[src/rtl/vec_pkg.sv]
// Shared definitions for the vector load unit.
//   - Default element width, lane count and address width.
//   - FSM state encoding, also exported on the top's state_dbg output.
package vec_pkg;

  localparam int DEF_DATA_SIZE = 32;
  localparam int DEF_LANES     = 8;
  localparam int DEF_ADDR_SIZE = 32;

  typedef enum logic [1:0] {
    IDLE   = 2'd0,
    ISSUE  = 2'd1,
    DRAIN  = 2'd2,
    FINISH = 2'd3
  } vlu_state_e;

endpackage

[src/rtl/vector_load_unit_if.sv]
// Memory read bus between the vector load unit and its memory.
//   MEM_RD   : read strobe (master -> slave)
//   MEM_ADDR : word address, 0 whenever MEM_RD is low (master -> slave)
//   MEM_DATA : read data, valid the cycle after MEM_RD (slave -> master)
// There is no backpressure: the memory has a fixed one-cycle read latency,
// so every strobe is answered exactly one cycle later.
interface vector_load_unit_if
  import vec_pkg::*;
#(
  parameter int DATA_SIZE = DEF_DATA_SIZE,
  parameter int ADDR_SIZE = DEF_ADDR_SIZE
);

  logic                 MEM_RD;
  logic [ADDR_SIZE-1:0] MEM_ADDR;
  logic [DATA_SIZE-1:0] MEM_DATA;

  modport master (
    output MEM_RD,
    output MEM_ADDR,
    input  MEM_DATA
  );

  modport slave (
    input  MEM_RD,
    input  MEM_ADDR,
    output MEM_DATA
  );

endinterface

[src/rtl/vlu_addr_gen.sv]
// Strided address generator for the vector load unit.
//   clk, rst_n : clock, asynchronous active-low reset
//   load       : capture base_in/stride_in (running address := base)
//   advance    : step the running address by the latched stride
//   base_in    : word address of lane 0
//   stride_in  : increment between lanes
//   addr_out   : current running address
// Arithmetic wraps modulo 2^ADDR_SIZE with no indication.
module vlu_addr_gen
  import vec_pkg::*;
#(
  parameter int ADDR_SIZE = DEF_ADDR_SIZE
) (
  input  logic                 clk,
  input  logic                 rst_n,
  input  logic                 load,
  input  logic                 advance,
  input  logic [ADDR_SIZE-1:0] base_in,
  input  logic [ADDR_SIZE-1:0] stride_in,
  output logic [ADDR_SIZE-1:0] addr_out
);

  // addr_q holds the latched base at load time and then the running sum.
  logic [ADDR_SIZE-1:0] addr_q, addr_d;
  logic [ADDR_SIZE-1:0] stride_q, stride_d;

  always_comb begin
    addr_d   = addr_q;
    stride_d = stride_q;
    if (load) begin
      addr_d   = base_in;
      stride_d = stride_in;
    end else if (advance) begin
      addr_d = addr_q + stride_q;
    end
  end

  always_ff @(posedge clk or negedge rst_n) begin
    if (!rst_n) begin
      addr_q   <= '0;
      stride_q <= '0;
    end else begin
      addr_q   <= addr_d;
      stride_q <= stride_d;
    end
  end

  assign addr_out = addr_q;

endmodule

[src/rtl/vector_load_unit.sv]
// Vector load unit: gathers LANES elements from memory at BASE + i*STRIDE
// and presents them as one vector with a single-cycle write pulse.
//   CLK, RST   : clock, asynchronous active-low reset
//   START      : load request, sampled only in IDLE
//   BASE_ADDR  : word address of lane 0
//   STRIDE     : word-address increment between lanes
//   mem        : memory read bus (master side)
//   BUSY       : high in every state except IDLE
//   DONE       : one-cycle completion pulse (FINISH state)
//   VEC_WRITE  : vector-register write enable, same as DONE
//   VEC_OUT    : assembled vector, lane i at [i*DATA_SIZE +: DATA_SIZE]
//   state_dbg  : current FSM state
//
// Request protocol: START acts as a valid with an implicit ready of !BUSY.
// A request is accepted at a rising edge where START=1 and the FSM is in
// IDLE; START while BUSY (including FINISH) is dropped, not queued.
// BASE_ADDR/STRIDE are only sampled at acceptance.
module vector_load_unit
  import vec_pkg::*;
#(
  parameter int DATA_SIZE = DEF_DATA_SIZE,
  parameter int LANES     = DEF_LANES,
  parameter int ADDR_SIZE = DEF_ADDR_SIZE
) (
  input  logic                       CLK,
  input  logic                       RST,
  input  logic                       START,
  input  logic [ADDR_SIZE-1:0]       BASE_ADDR,
  input  logic [ADDR_SIZE-1:0]       STRIDE,
  vector_load_unit_if.master         mem,
  output logic                       BUSY,
  output logic                       DONE,
  output logic                       VEC_WRITE,
  output logic [LANES*DATA_SIZE-1:0] VEC_OUT,
  output vlu_state_e                 state_dbg
);

  localparam int CW = (LANES > 1) ? $clog2(LANES) : 1;
  localparam logic [CW-1:0] LAST_LANE = CW'(LANES - 1);

  vlu_state_e state_q, state_d;
  logic [CW-1:0] issue_q, issue_d;
  logic [CW-1:0] cap_q, cap_d;
  // A read issued last cycle: its data is on MEM_DATA now.
  logic rd_dly_q, rd_dly_d;
  logic [LANES*DATA_SIZE-1:0] vec_q, vec_d;

  logic                 ag_load;
  logic                 ag_advance;
  logic [ADDR_SIZE-1:0] ag_addr;
  logic                 mem_rd;
  logic                 busy;
  logic                 done;

  vlu_addr_gen #(
    .ADDR_SIZE (ADDR_SIZE)
  ) u_addr_gen (
    .clk       (CLK),
    .rst_n     (RST),
    .load      (ag_load),
    .advance   (ag_advance),
    .base_in   (BASE_ADDR),
    .stride_in (STRIDE),
    .addr_out  (ag_addr)
  );

  always_comb begin
    state_d    = state_q;
    issue_d    = issue_q;
    cap_d      = cap_q;
    vec_d      = vec_q;
    ag_load    = 1'b0;
    ag_advance = 1'b0;
    mem_rd     = 1'b0;
    busy       = 1'b1;
    done       = 1'b0;

    case (state_q)
      IDLE: begin
        busy = 1'b0;
        if (START) begin
          ag_load = 1'b1;
          issue_d = '0;
          cap_d   = '0;
          state_d = ISSUE;
        end
      end
      ISSUE: begin
        mem_rd     = 1'b1;
        ag_advance = 1'b1;
        issue_d    = issue_q + CW'(1);
        if (issue_q == LAST_LANE) begin
          state_d = DRAIN;
        end
      end
      DRAIN: begin
        state_d = FINISH;
      end
      FINISH: begin
        done    = 1'b1;
        state_d = IDLE;
      end
      default: begin
        state_d = IDLE;
      end
    endcase

    // Capture trails issue by one cycle; DRAIN exists only to take the
    // last lane. Only the addressed lane changes, others keep old data.
    if (rd_dly_q) begin
      vec_d[int'(cap_q)*DATA_SIZE +: DATA_SIZE] = mem.MEM_DATA;
      cap_d = cap_q + CW'(1);
    end
  end

  assign rd_dly_d = mem_rd;

  always_ff @(posedge CLK or negedge RST) begin
    if (!RST) begin
      state_q  <= IDLE;
      issue_q  <= '0;
      cap_q    <= '0;
      rd_dly_q <= 1'b0;
      vec_q    <= '0;
    end else begin
      state_q  <= state_d;
      issue_q  <= issue_d;
      cap_q    <= cap_d;
      rd_dly_q <= rd_dly_d;
      vec_q    <= vec_d;
    end
  end

  // All outputs below decode from reset-cleared flops, so they drop to 0
  // as soon as RST asserts.
  assign mem.MEM_RD   = mem_rd;
  assign mem.MEM_ADDR = mem_rd ? ag_addr : '0;
  assign BUSY         = busy;
  assign DONE         = done;
  assign VEC_WRITE    = done;
  assign VEC_OUT      = vec_q;
  assign state_dbg    = state_q;

endmodule

[src/flat_wrapper.sv]
// flat-port wrapper written by rule: the top's interface ports become plain ports
module vector_load_unit_flat import vec_pkg::*;
#(
  parameter int DATA_SIZE = DEF_DATA_SIZE,
  parameter int LANES     = DEF_LANES,
  parameter int ADDR_SIZE = DEF_ADDR_SIZE
)
  (CLK, RST, START, BASE_ADDR, STRIDE, BUSY, DONE, VEC_WRITE, VEC_OUT, state_dbg, mem_MEM_RD, mem_MEM_ADDR, mem_MEM_DATA);
  vector_load_unit_if #(.DATA_SIZE(DATA_SIZE), .ADDR_SIZE(ADDR_SIZE)) mem_i ();
  input  logic CLK;
  input  logic RST;
  input  logic START;
  input  logic [ADDR_SIZE-1:0] BASE_ADDR;
  input  logic [ADDR_SIZE-1:0] STRIDE;
  output logic BUSY;
  output logic DONE;
  output logic VEC_WRITE;
  output logic [LANES*DATA_SIZE-1:0] VEC_OUT;
  output vlu_state_e state_dbg;
  output wire logic [$bits(mem_i.MEM_RD)-1:0] mem_MEM_RD;
  output wire logic [$bits(mem_i.MEM_ADDR)-1:0] mem_MEM_ADDR;
  input wire logic [$bits(mem_i.MEM_DATA)-1:0] mem_MEM_DATA;
  assign mem_MEM_RD = mem_i.MEM_RD;
  assign mem_MEM_ADDR = mem_i.MEM_ADDR;
  assign mem_i.MEM_DATA = mem_MEM_DATA;
  vector_load_unit #(.DATA_SIZE(DATA_SIZE), .LANES(LANES), .ADDR_SIZE(ADDR_SIZE)) u_core (.CLK(CLK), .RST(RST), .START(START), .BASE_ADDR(BASE_ADDR), .STRIDE(STRIDE), .mem(mem_i), .BUSY(BUSY), .DONE(DONE), .VEC_WRITE(VEC_WRITE), .VEC_OUT(VEC_OUT), .state_dbg(state_dbg));
endmodule
[config.mk]
export PLATFORM = sky130hd
export DESIGN_NAME = vector_load_unit_flat
export DESIGN_NICKNAME = d
export VERILOG_FILES = /design/src/rtl/vec_pkg.sv /design/src/rtl/vector_load_unit_if.sv /design/src/rtl/vlu_addr_gen.sv /design/src/rtl/vector_load_unit.sv /design/src/flat_wrapper.sv
export SDC_FILE = /design/constraint.sdc
export NUM_CORES = 1
export LEC_CHECK = 0
export ABC_AREA = 0
export CAP_MARGIN = 20
export CORE_ASPECT_RATIO = 0.9
export CORE_MARGIN = 2
export CORE_UTILIZATION = 40
export DETAILED_ROUTE_END_ITERATION = 10
export PLACE_DENSITY = 0.79
export SYNTH_ARGS = -nofsm -noshare
export SYNTH_HDL_FRONTEND = slang
export SYNTH_SLANG_ARGS = --single-unit
[constraint.sdc]
create_clock -name CLK -period 4.5 [get_ports CLK]
set_input_delay 0.45 -clock CLK [delete_from_list [all_inputs] [get_ports CLK]]
set_output_delay 0.45 -clock CLK [all_outputs]
set_load 0.005 [all_outputs]
== Word-level counts from Yosys, hierarchy flattened ==
Index checks and enable logic that the tools add are counted.

* Register bits after elaboration: 329
* Output and inout port bits: 294

* Add/subtract/negate cells: 4
* Reduce and logical (&&, ||, !) cells: 8
* Shift operators: 2
* Equal/unequal tests: 6
* Mux-type cells: 16

{| class="wikitable"
|+ Operators with widths
! operator !! count
|-
| $bwmux W256 || 1
|-
| $shift A32 B33 Y256 const A || 1
|-
| $shiftx A32 B33 Y256 || 1
|-
| $mux W32 || 3
|-
| $neg A8 Y33 || 1
|-
| $add A32 B32 Y32 || 1
|-
| $mux W3 || 3
|-
| $pmux W2 S4 || 1
|-
| $reduce_bool A2 Y1 || 4
|-
| $add A3 B1 Y3 const B || 2
|-
| $pmux W3 S2 || 1
|-
| $reduce_and A2 Y1 || 3
|-
| $mux W1 || 5
|-
| $eq A2 B2 Y1 const B || 2
|-
| $mux W2 || 2
|-
| $eq A3 B3 Y1 const B || 1
|-
| $eq A2 B1 Y1 const B || 1
|-
| $logic_not A2 Y1 || 1
|-
| $ne A2 B1 Y1 const B || 1
|-
| $ne A2 B2 Y1 const B || 1
|}

== Logic depth before layout (Yosys ltp) ==
Gate-level depths: netlist of run 1.

* Depth after elaboration: 4
* Gate-level depth with buffers: 10

== Hierarchy ==
Synthesis of run 1 repeated with hierarchy kept, for this count alone.

* Cell total of the unflattened synthesis: 1214
* Area total of the unflattened synthesis: 15691.3 sq um

{| class="wikitable"
|+ Modules (own cells, without submodules)
! module !! cells each !! seq. area each (sq um) !! times used !! area each (sq um)
|-
| vector_load_unit || 786 || 6631.4 || 1 || 11377.2
|-
| vlu_addr_gen || 428 || 1601.5 || 1 || 4314.1
|}

== Least setup slack after synthesis of run 1 ==
Ideal clock, no wire load.

* Kind: register -> register
* Start point: reg u_core.u_addr_gen.stride_q[0]
* End point: reg u_core.u_addr_gen.addr_q[28] (netlist: u_core.u_addr_gen.addr_out[28])
* Period minus slack after synthesis: 2877 ps
* Setup time: 124 ps
* Required time: 4376 ps
* Cell stages (with the launch flop): 11
* Data arrival time: 2753 ps
* Path slack: 1623 ps
* Cell sequence: dfrtp_1 ha_1 fa_1 a211o_1 a21o_1 o211a_1 or3_1 a41oi_2 o21ai_1 mux2i_1 a211o_1

* Cells in the longest elaborated chain, start to end: 3

{| class="wikitable"
|+ Ends and longest elaborated chain
! item !! line !! RTL
|-
| from (decl) || vlu_addr_gen.sv:25 || <nowiki>logic [ADDR_SIZE-1:0] stride_q, stride_d;</nowiki>
|-
| from (signal assigned) || vlu_addr_gen.sv:44 || <nowiki>stride_q <= stride_d;</nowiki>
|-
| $add A32 B32 Y32 || vlu_addr_gen.sv:34 || <nowiki>addr_d = addr_q + stride_q;</nowiki>
|-
| $mux W32 || vlu_addr_gen.sv:33 || <nowiki>end else if (advance) begin</nowiki>
|-
| $mux W32 || vlu_addr_gen.sv:30 || <nowiki>if (load) begin</nowiki>
|-
| to (signal assigned) || vlu_addr_gen.sv:43 || <nowiki>addr_q <= addr_d;</nowiki>
|-
| to (decl) || vlu_addr_gen.sv:24 || <nowiki>logic [ADDR_SIZE-1:0] addr_q, addr_d;</nowiki>
|}

Every way passes these cells. The select of a mux whose other input is x is not followed.
A chain may end at the register's enable or synchronous reset.

== Final worst setup path of run 1 ==
* Start point: reg u_core.state_q[1] (netlist: u_core.state_dbg[1])
* End point: out mem_MEM_ADDR[25]

* Cells in the longest elaborated chain, start to end: 3

{| class="wikitable"
|+ Ends and longest elaborated chain
! item !! line !! RTL
|-
| from (decl) || vector_load_unit.sv:41 || <nowiki>vlu_state_e state_q, state_d;</nowiki>
|-
| from (signal assigned) || vector_load_unit.sv:126 || <nowiki>state_q <= state_d;</nowiki>
|-
| $eq A2 B1 Y1 || vector_load_unit.sv:78 || <nowiki>case (state_q)</nowiki>
|-
| $mux W1 || vector_load_unit.sv:78 ||
|-
| $mux W32 || vector_load_unit.sv:137 || <nowiki>assign mem.MEM_ADDR = mem_rd ? ag_addr : '0;</nowiki>
|-
| to (decl) || flat_wrapper.sv:21 || <nowiki>output wire logic [$bits(mem_i.MEM_ADDR)-1:0] mem_MEM_ADDR;</nowiki>
|}

Every way passes these cells.

==> summary.md, run 1 <==
| Metric | Value |
|---|---|
| Max-cap check violation count | `0` |
| Final hold viol count | `22` |
| Setup Total Neg Slack | `0 ps` |
| Status | `complete, but fails checks` |
| Worst hold slack | `-67.8 ps` |
| CP Cell Sequence | `inv_1 > ha_2 > buf_4 > and2_1 > clkdlybuf4s50_1` |
| Mapped Cells | `1328` |
| Reg-to-reg setup timing slack | `1330 ps` |
| Startpoint types | `flip-flop` |
| Ports | `393` |
| Die W | `206 um` |
| Largest cells by area after synthesis | `dfrtp_1, mux2_2, nand2_1, o21ai_0, ha_1` |
| DP Wirelength | `31200 um` |
| Final setup fails | `0` |
| GRT overflow | `0` |
| Violated checks | `negative hold slack` |
| Htree depth | `2` |
| Reg2Reg Depth | `7` |
| Synthesized cell area | `14700 um^2` |
| Reg2reg end | `u_core.u_addr_gen.addr_out[31]` |
| Crit Path Category | `reg2out` |
| CP max FO | `38` |
| Vias in the first global route | `11824` |
| CP Capture Point | `mem_MEM_ADDR[25]` |
| Area grow syn2layout | `39.2%` |
| Period minus WS final | `3400 ps` |
| Routed Antenna Nets | `0` |
| Initial antenna violation count | `1` |
| Fin cells | `2208` |
| Synth async-reset ratio | `100%` |
| WP data required | `4050 ps` |
| Total number of yosys warnings | `0` |
| Setup Skew | `20.5 ps` |
| DR vias/cell | `5.32` |
| Synth Area per Inst | `11.0 um^2` |
| Crit-path slowest cell | `ha_2` |
| First-pass GRT wire length | `67600 um` |
| Hold Crit Class | `in2async` |
| Slew Viols, Final | `0` |
| Site Rows | `66` |
| Dominant synthesized flop cell | `dfrtp_1` |
| Antenna cells | `0` |
| Die area | `38200 um^2` |
| LEAKAGE | `9.00 nW` |
| F_max | `0.294 GHz` |
| Initial DRC count | `723` |
| Crit path DAT | `2950 ps` |
| Worst Max-Slew Pin Slew | `1040 ps` |
| Sw frac | `35.6%` |
| Tcrit/Tclk final | `75.5%` |
| Comb power frac | `49.0%` |
| Max_slew headroom | `30.6%` |
| Clock power frac | `18.9%` |
| Power density cells | `824 nW/um^2` |
| #FFs+latches synth | `329` |
| Crit. Startpoint | `u_core.state_dbg[1]` |
| CTS Sinks | `329` |
| Post-synth EDFFs | `0` |
| Nets | `1844` |
| # Post-CTS Setup Buffers | `0` |
| Int Pwr | `10.8 mW` |
| GP Congestion | `0.865` |
| Max VDD drop | `0.337 mV` |
| Dominant cell type by area after synthesis | `dfrtp_1` |
| Top-area cell type share of the netlist area | `56.2%` |
| Core area | `36100 um^2` |
| Synthesized Nets | `1468` |
| Sequential fraction of the synthesis area | `56.2%` |
| Sequential Power Share | `32.1%` |
| Die Ht | `186 um` |
| Cell area after placement | `19100 um^2` |
| Power consumption | `16.8 mW` |
| Starting density of the core | `40.6%` |
| Slowest stage delay, CP | `650 ps` |
| DRT Wirelength | `44500 um` |
| Commonest non-fill, non-tap cell in the layout | `clkdlybuf4s50_1` |
| Share of cells above drive strength 1 | `15.6%` |
| P_sw | `5.99 mW` |
| Worst-path clk slew | `60 ps` |
| Clock root cell | `clkbuf_16` |
| Drt first pass iters | `5` |
| Worst-skew pair later-pin latency | `540 ps` |
| Aggregate global-route resource usage | `22.9%` |
| Highest-count cells in the layout ignoring fill and taps | `clkdlybuf4s50_1, dfrtp_1, nand2_1` |
| Total CTS buffers | `37` |
| Wire per inst | `20.1 um` |
| # resized after CTS | `0` |
| Largest net degree at the start of global routing | `124` |
| Hold bufs inserted after CTS | `0` |
| Vias post-DR | `11755` |
| Placed Cells | `2139` |
| RSZ-0062 raised after global routing | `no` |
| Final Cell Area | `20400 um^2` |
| CTS tree | `built` |
| Worst reg2reg path startpoint | `u_core.state_dbg[1]` |
| Synth unique cells | `57` |
| Port Buffers | `392` |
| Critical Path Sink Type | `output pin` |
| DR DRC count | `0` |
| CTS max path bufs | `3` |
## through the flow
stage / hold slack, ps / setup slack [ps] / util [%]
after floorplan: 154 / 1620 / -
after global placement: 462 / 1470 / 52.8
after detailed placement: 469 / 1320 / 52.8
after CTS: 35.4 / 1090 / 56.4
after global routing: 81.8 / 933 / 56.5
final: -67.8 / 1100 / 56.5
## how the worst min path moves through the flow
| stage | from | endpoint | cells past startpoint |
|---|---|---|---|
| after floorplan | RST | u_core.VEC_OUT[0] | 0 |
| after global placement | u_core.VEC_OUT[63] | u_core.VEC_OUT[63] | 2 |
| after detailed placement | u_core.VEC_OUT[120] | u_core.VEC_OUT[120] | 2 |
| after CTS | RST | u_core.VEC_OUT[230] | 1 |
| after global routing | RST | u_core.VEC_OUT[130] | 1 |
| final | RST | u_core.VEC_OUT[130] | 1 |
## logic make-up after synthesis
family / Yosys count / synth area share (%)
simple gates: 416 / 12.2
flops: 329 / 56.2
compound gates: 249 / 10.3
mux: 187 / 14.2
buf+inv: 86 / 2.37
fa+ha+maj: 41 / 3.55
xor+xnor: 20 / 1.20
## Yosys cell counts (8+ instances only)
master    instances
o21ai_0         127
nor2_1           31
buf_2             8
a21o_1           15
ha_1             40
mux2_2          172
nand2_1         292
clkbuf_1         56
inv_1            13
nand3_1          16
mux2i_1          15
and2_1           35
a21oi_1          49
and3_1           12
xnor2_1          13
dfrtp_1         329
## power groups by stage
stage | clock [mW] | sequential [mW] | combinational [mW]
after global routing | 3.34 | 5.57 | 8.98
after detailed placement | 0 | 5.42 | 8.17
after global placement | 0 | 5.32 | 7.97
final | 3.17 | 5.40 | 8.24
after CTS | 3.22 | 5.40 | 8.25
after floorplan | 0 | 5.32 | 4.08
## layer usage
metal	vias to the layer above	routed length [um]	global-route usage [%]
met5	-	13	0
met3	92	3170	4.34
met4	2	1500	8.37
met2	483	21600	38.6
li1	5349	-	-
met1	5829	18200	29.4
## final cells by class
| class | count | area (um^2) |
|---|---|---|
| Clock buffer | 55 | 1120 |
| Fill cell | 2983 | 15700 |
| Clock inverter | 12 | 173 |
| Tap cell | 476 | 596 |
| Inverter | 14 | 52.6 |
| Sequential cell | 329 | 8230 |
| Multi-Input combinational cell | 913 | 6110 |
| Timing Repair Buffer | 409 | 4110 |
## state kept, by name, indices dropped and copies added (netlist names)
signal and cells:
u_core.issue_q 3, u_core.cap_q 3, u_core.state_dbg 2, u_core.u_addr_gen.stride_q 32, u_core.u_addr_gen.addr_out 32, u_core.VEC_OUT 256
u_core.rd_dly_q 1
## critical path, delay by kind of cell (launching register included)
family                     cells  cell delay, ps
DFF                            1             430
and+or+nand+nor                1             240
buffers and inverters          3            1100
adders and majority gates      1             650
(Power assumes the default switching activity.)
==> run 2: changes to the inputs <==
Clock period 4.5 ns to 3.4 ns, I/O delays scaled along.
==> summary.md, run 2 (synthesis gave the netlist of run 1 again) <==
| Metric | Value |
|---|---|
| Status | `completed` |
| Aggregate global-route resource usage | `22.5% (-0.37 points)` |
| Worst-skew pair later-pin latency | `540 ps (about the same)` |
| Reg2Reg Depth | `10 (+3)` |
| Worst Max-Slew Pin Slew | `683 ps (-354 ps)` |
| Drt first pass iters | `5 (unchanged)` |
| Hold bufs inserted after CTS | `1 (+1)` |
| Crit path DAT | `3500 ps (+550 ps)` |
| Clock root cell | `clkbuf_16` |
| DR vias/cell | `5.29 (-0.68%)` |
| Vias post-DR | `11728 (-0.23%)` |
| Initial DRC count | `603 (-17%)` |
| Placed Cells | `2149 (+0.47%)` |
| Htree depth | `2 (unchanged)` |
| CTS tree | `built` |
| Ports | `393 (unchanged)` |
| Slew Viols, Final | `0 (unchanged)` |
| Die W | `206 um (unchanged)` |
| Vias in the first global route | `11814 (-0.085%)` |
| Routed Antenna Nets | `0 (unchanged)` |
| Site Rows | `66 (unchanged)` |
| RSZ-0062 raised after global routing | `no` |
| CP max FO | `3 (-92%)` |
| Worst reg2reg path startpoint | `u_core.u_addr_gen.stride_q[0]` |
| Die Ht | `186 um (unchanged)` |
| Setup Skew | `16.4 ps (-4.05 ps)` |
| Core area | `36100 um^2 (unchanged)` |
| Reg-to-reg setup timing slack | `300 ps (-1030 ps)` |
| Period minus WS final | `3100 ps` |
| Max-cap check violation count | `0 (unchanged)` |
| Total CTS buffers | `37 (unchanged)` |
| GRT overflow | `0 (unchanged)` |
| Highest-count cells in the layout ignoring fill and taps | `clkdlybuf4s50_1, dfrtp_1, nand2_1` |
| DRT Wirelength | `43800 um (-1.4%)` |
| Final hold viol count | `0 (-100%)` |
| # Post-CTS Setup Buffers | `0 (unchanged)` |
| Port Buffers | `392 (unchanged)` |
| Nets | `1853 (+0.49%)` |
| LEAKAGE | `9.07 nW (+0.77%)` |
| WP data required | `3810 ps (-240 ps)` |
| GP Congestion | `0.846 (-2.2%)` |
| CTS max path bufs | `3 (unchanged)` |
| Power density cells | `1090 nW/um^2 (+32%)` |
| First-pass GRT wire length | `67000 um (-0.75%)` |
| Critical Path Sink Type | `flip-flop` |
| Worst hold stages | `3` |
| Max_slew headroom | `54.4% (+24 points)` |
| CTS Sinks | `329 (unchanged)` |
| Die area | `38200 um^2 (unchanged)` |
| Startpoint types | `flip-flop` |
| Largest net degree at the start of global routing | `84 (-32%)` |
| Tcrit/Tclk final | `91.1%` |
| Worst hold start | `STRIDE[5]` |
| Worst-path clk slew | `60 ps (about the same)` |
| DP Wirelength | `31000 um (-0.62%)` |
| Fillers | `2930 (-1.8%)` |
| Area grow syn2layout | `39.9%` |
| Hold Path End | `u_core.u_addr_gen.stride_q[5]` |
| Reg2reg end | `u_core.u_addr_gen.addr_out[28]` |
| Hold Crit Class | `in2reg` |
| DR DRC count | `0 (unchanged)` |
| Fin cells | `2218 (+0.45%)` |
| # resized after CTS | `0 (unchanged)` |
| Starting density of the core | `40.6% (unchanged)` |
| Max VDD drop | `0.703 mV (+110%)` |
| Wire per inst | `19.8 um (-1.9%)` |
| Setup Total Neg Slack | `0 ps (unchanged)` |
| Max FFs per register | `256 (unchanged)` |
| Crit Path Category | `reg2reg` |
| Share of cells above drive strength 1 | `16.1% (+0.44 points)` |
| F_max | `0.323 GHz` |
| Commonest non-fill, non-tap cell in the layout | `clkdlybuf4s50_1` |
| Final setup fails | `0 (unchanged)` |
| Initial antenna violation count | `1 (unchanged)` |
[run 2: changes by cell type in the layout (fill, tap and decap cells not counted), sizes merged]
cell	delta
clkinv	+3
clkbuf	-2
diode	+1
inv	+1
dlygate4sd3	+1
clkinvlp	-2
buf	+8
[run 2: area by class of cell]
type | instances | area, um^2 | area share, %
clock inverter | 14 | 178 | 0.867
tap | 476 | 596 | 2.91
clock buffer | 53 | 1110 | 5.40
multi-input combinational | 913 | 6110 | 29.8
inverter | 14 | 52.6 | 0.256
sequential | 329 | 8230 | 40.2
timing repair buffer | 418 | 4230 | 20.6
antenna | 1 | 2.50 | 0.0122
[run 2: worst max-delay path, stage by stage, from the launching register on]
cell	delay, ps
dfrtp_1	380
ha_1	240
fa_1	430
a211o_1	320
a21o_1	190
o211a_1	250
or3_1	400
a41oi_2	260
o21ai_1	120
mux2i_1	120
a211o_1	260
[run 2: metrics by stage]
stage | utilization (%) | cell area (um^2) | hold slack, ps | power [mW] | setup slack, ps
floorplan | - | 14700 | 44.4 | 12.4 | 523
CTS | 56.8 | 20500 | 308 | 22.4 | 306
global route | 56.8 | 20500 | 330 | 23.7 | 175
detailed placement | 53.2 | 19200 | 407 | 18.1 | 317
finish | 56.8 | 20500 | 333 | 22.3 | 304
global placement | 53.2 | 19200 | 390 | 17.7 | 342
[run 2: worst max path at each step]
stage,endpoint,slack [ps],start
after global placement,u_core.u_addr_gen.addr_out[28],340,u_core.u_addr_gen.stride_q[0]
after CTS,u_core.u_addr_gen.addr_out[28],310,u_core.u_addr_gen.stride_q[0]
after floorplan,u_core.u_addr_gen.addr_out[28],520,u_core.u_addr_gen.stride_q[0]
final,u_core.u_addr_gen.addr_out[28],300,u_core.u_addr_gen.stride_q[0]
after global routing,u_core.u_addr_gen.addr_out[28],170,u_core.u_addr_gen.stride_q[0]
after detailed placement,u_core.u_addr_gen.addr_out[28],320,u_core.u_addr_gen.stride_q[0]
[run 2: where the power goes]
| part | switching (mW) | internal [mW] | leakage, nW |
|---|---|---|---|
| Sequential | 1.23 | 5.92 | 3.89 |
| Clock | 1.63 | 2.51 | 0.637 |
| Combinational | 5.06 | 5.92 | 4.54 |
| Total | 7.91 | 14.4 | 9.07 |
[run 2: metal layers]
metal | vias up | share of wire, % | global-route usage (%)
met2 | 441 | 48 | 37.6
li1 | 5374 | - | -
met4 | 0 | 3.4 | 7.86
met1 | 5828 | 42 | 29.3
met5 | - | 0 | 0
met3 | 85 | 6.4 | 4.53
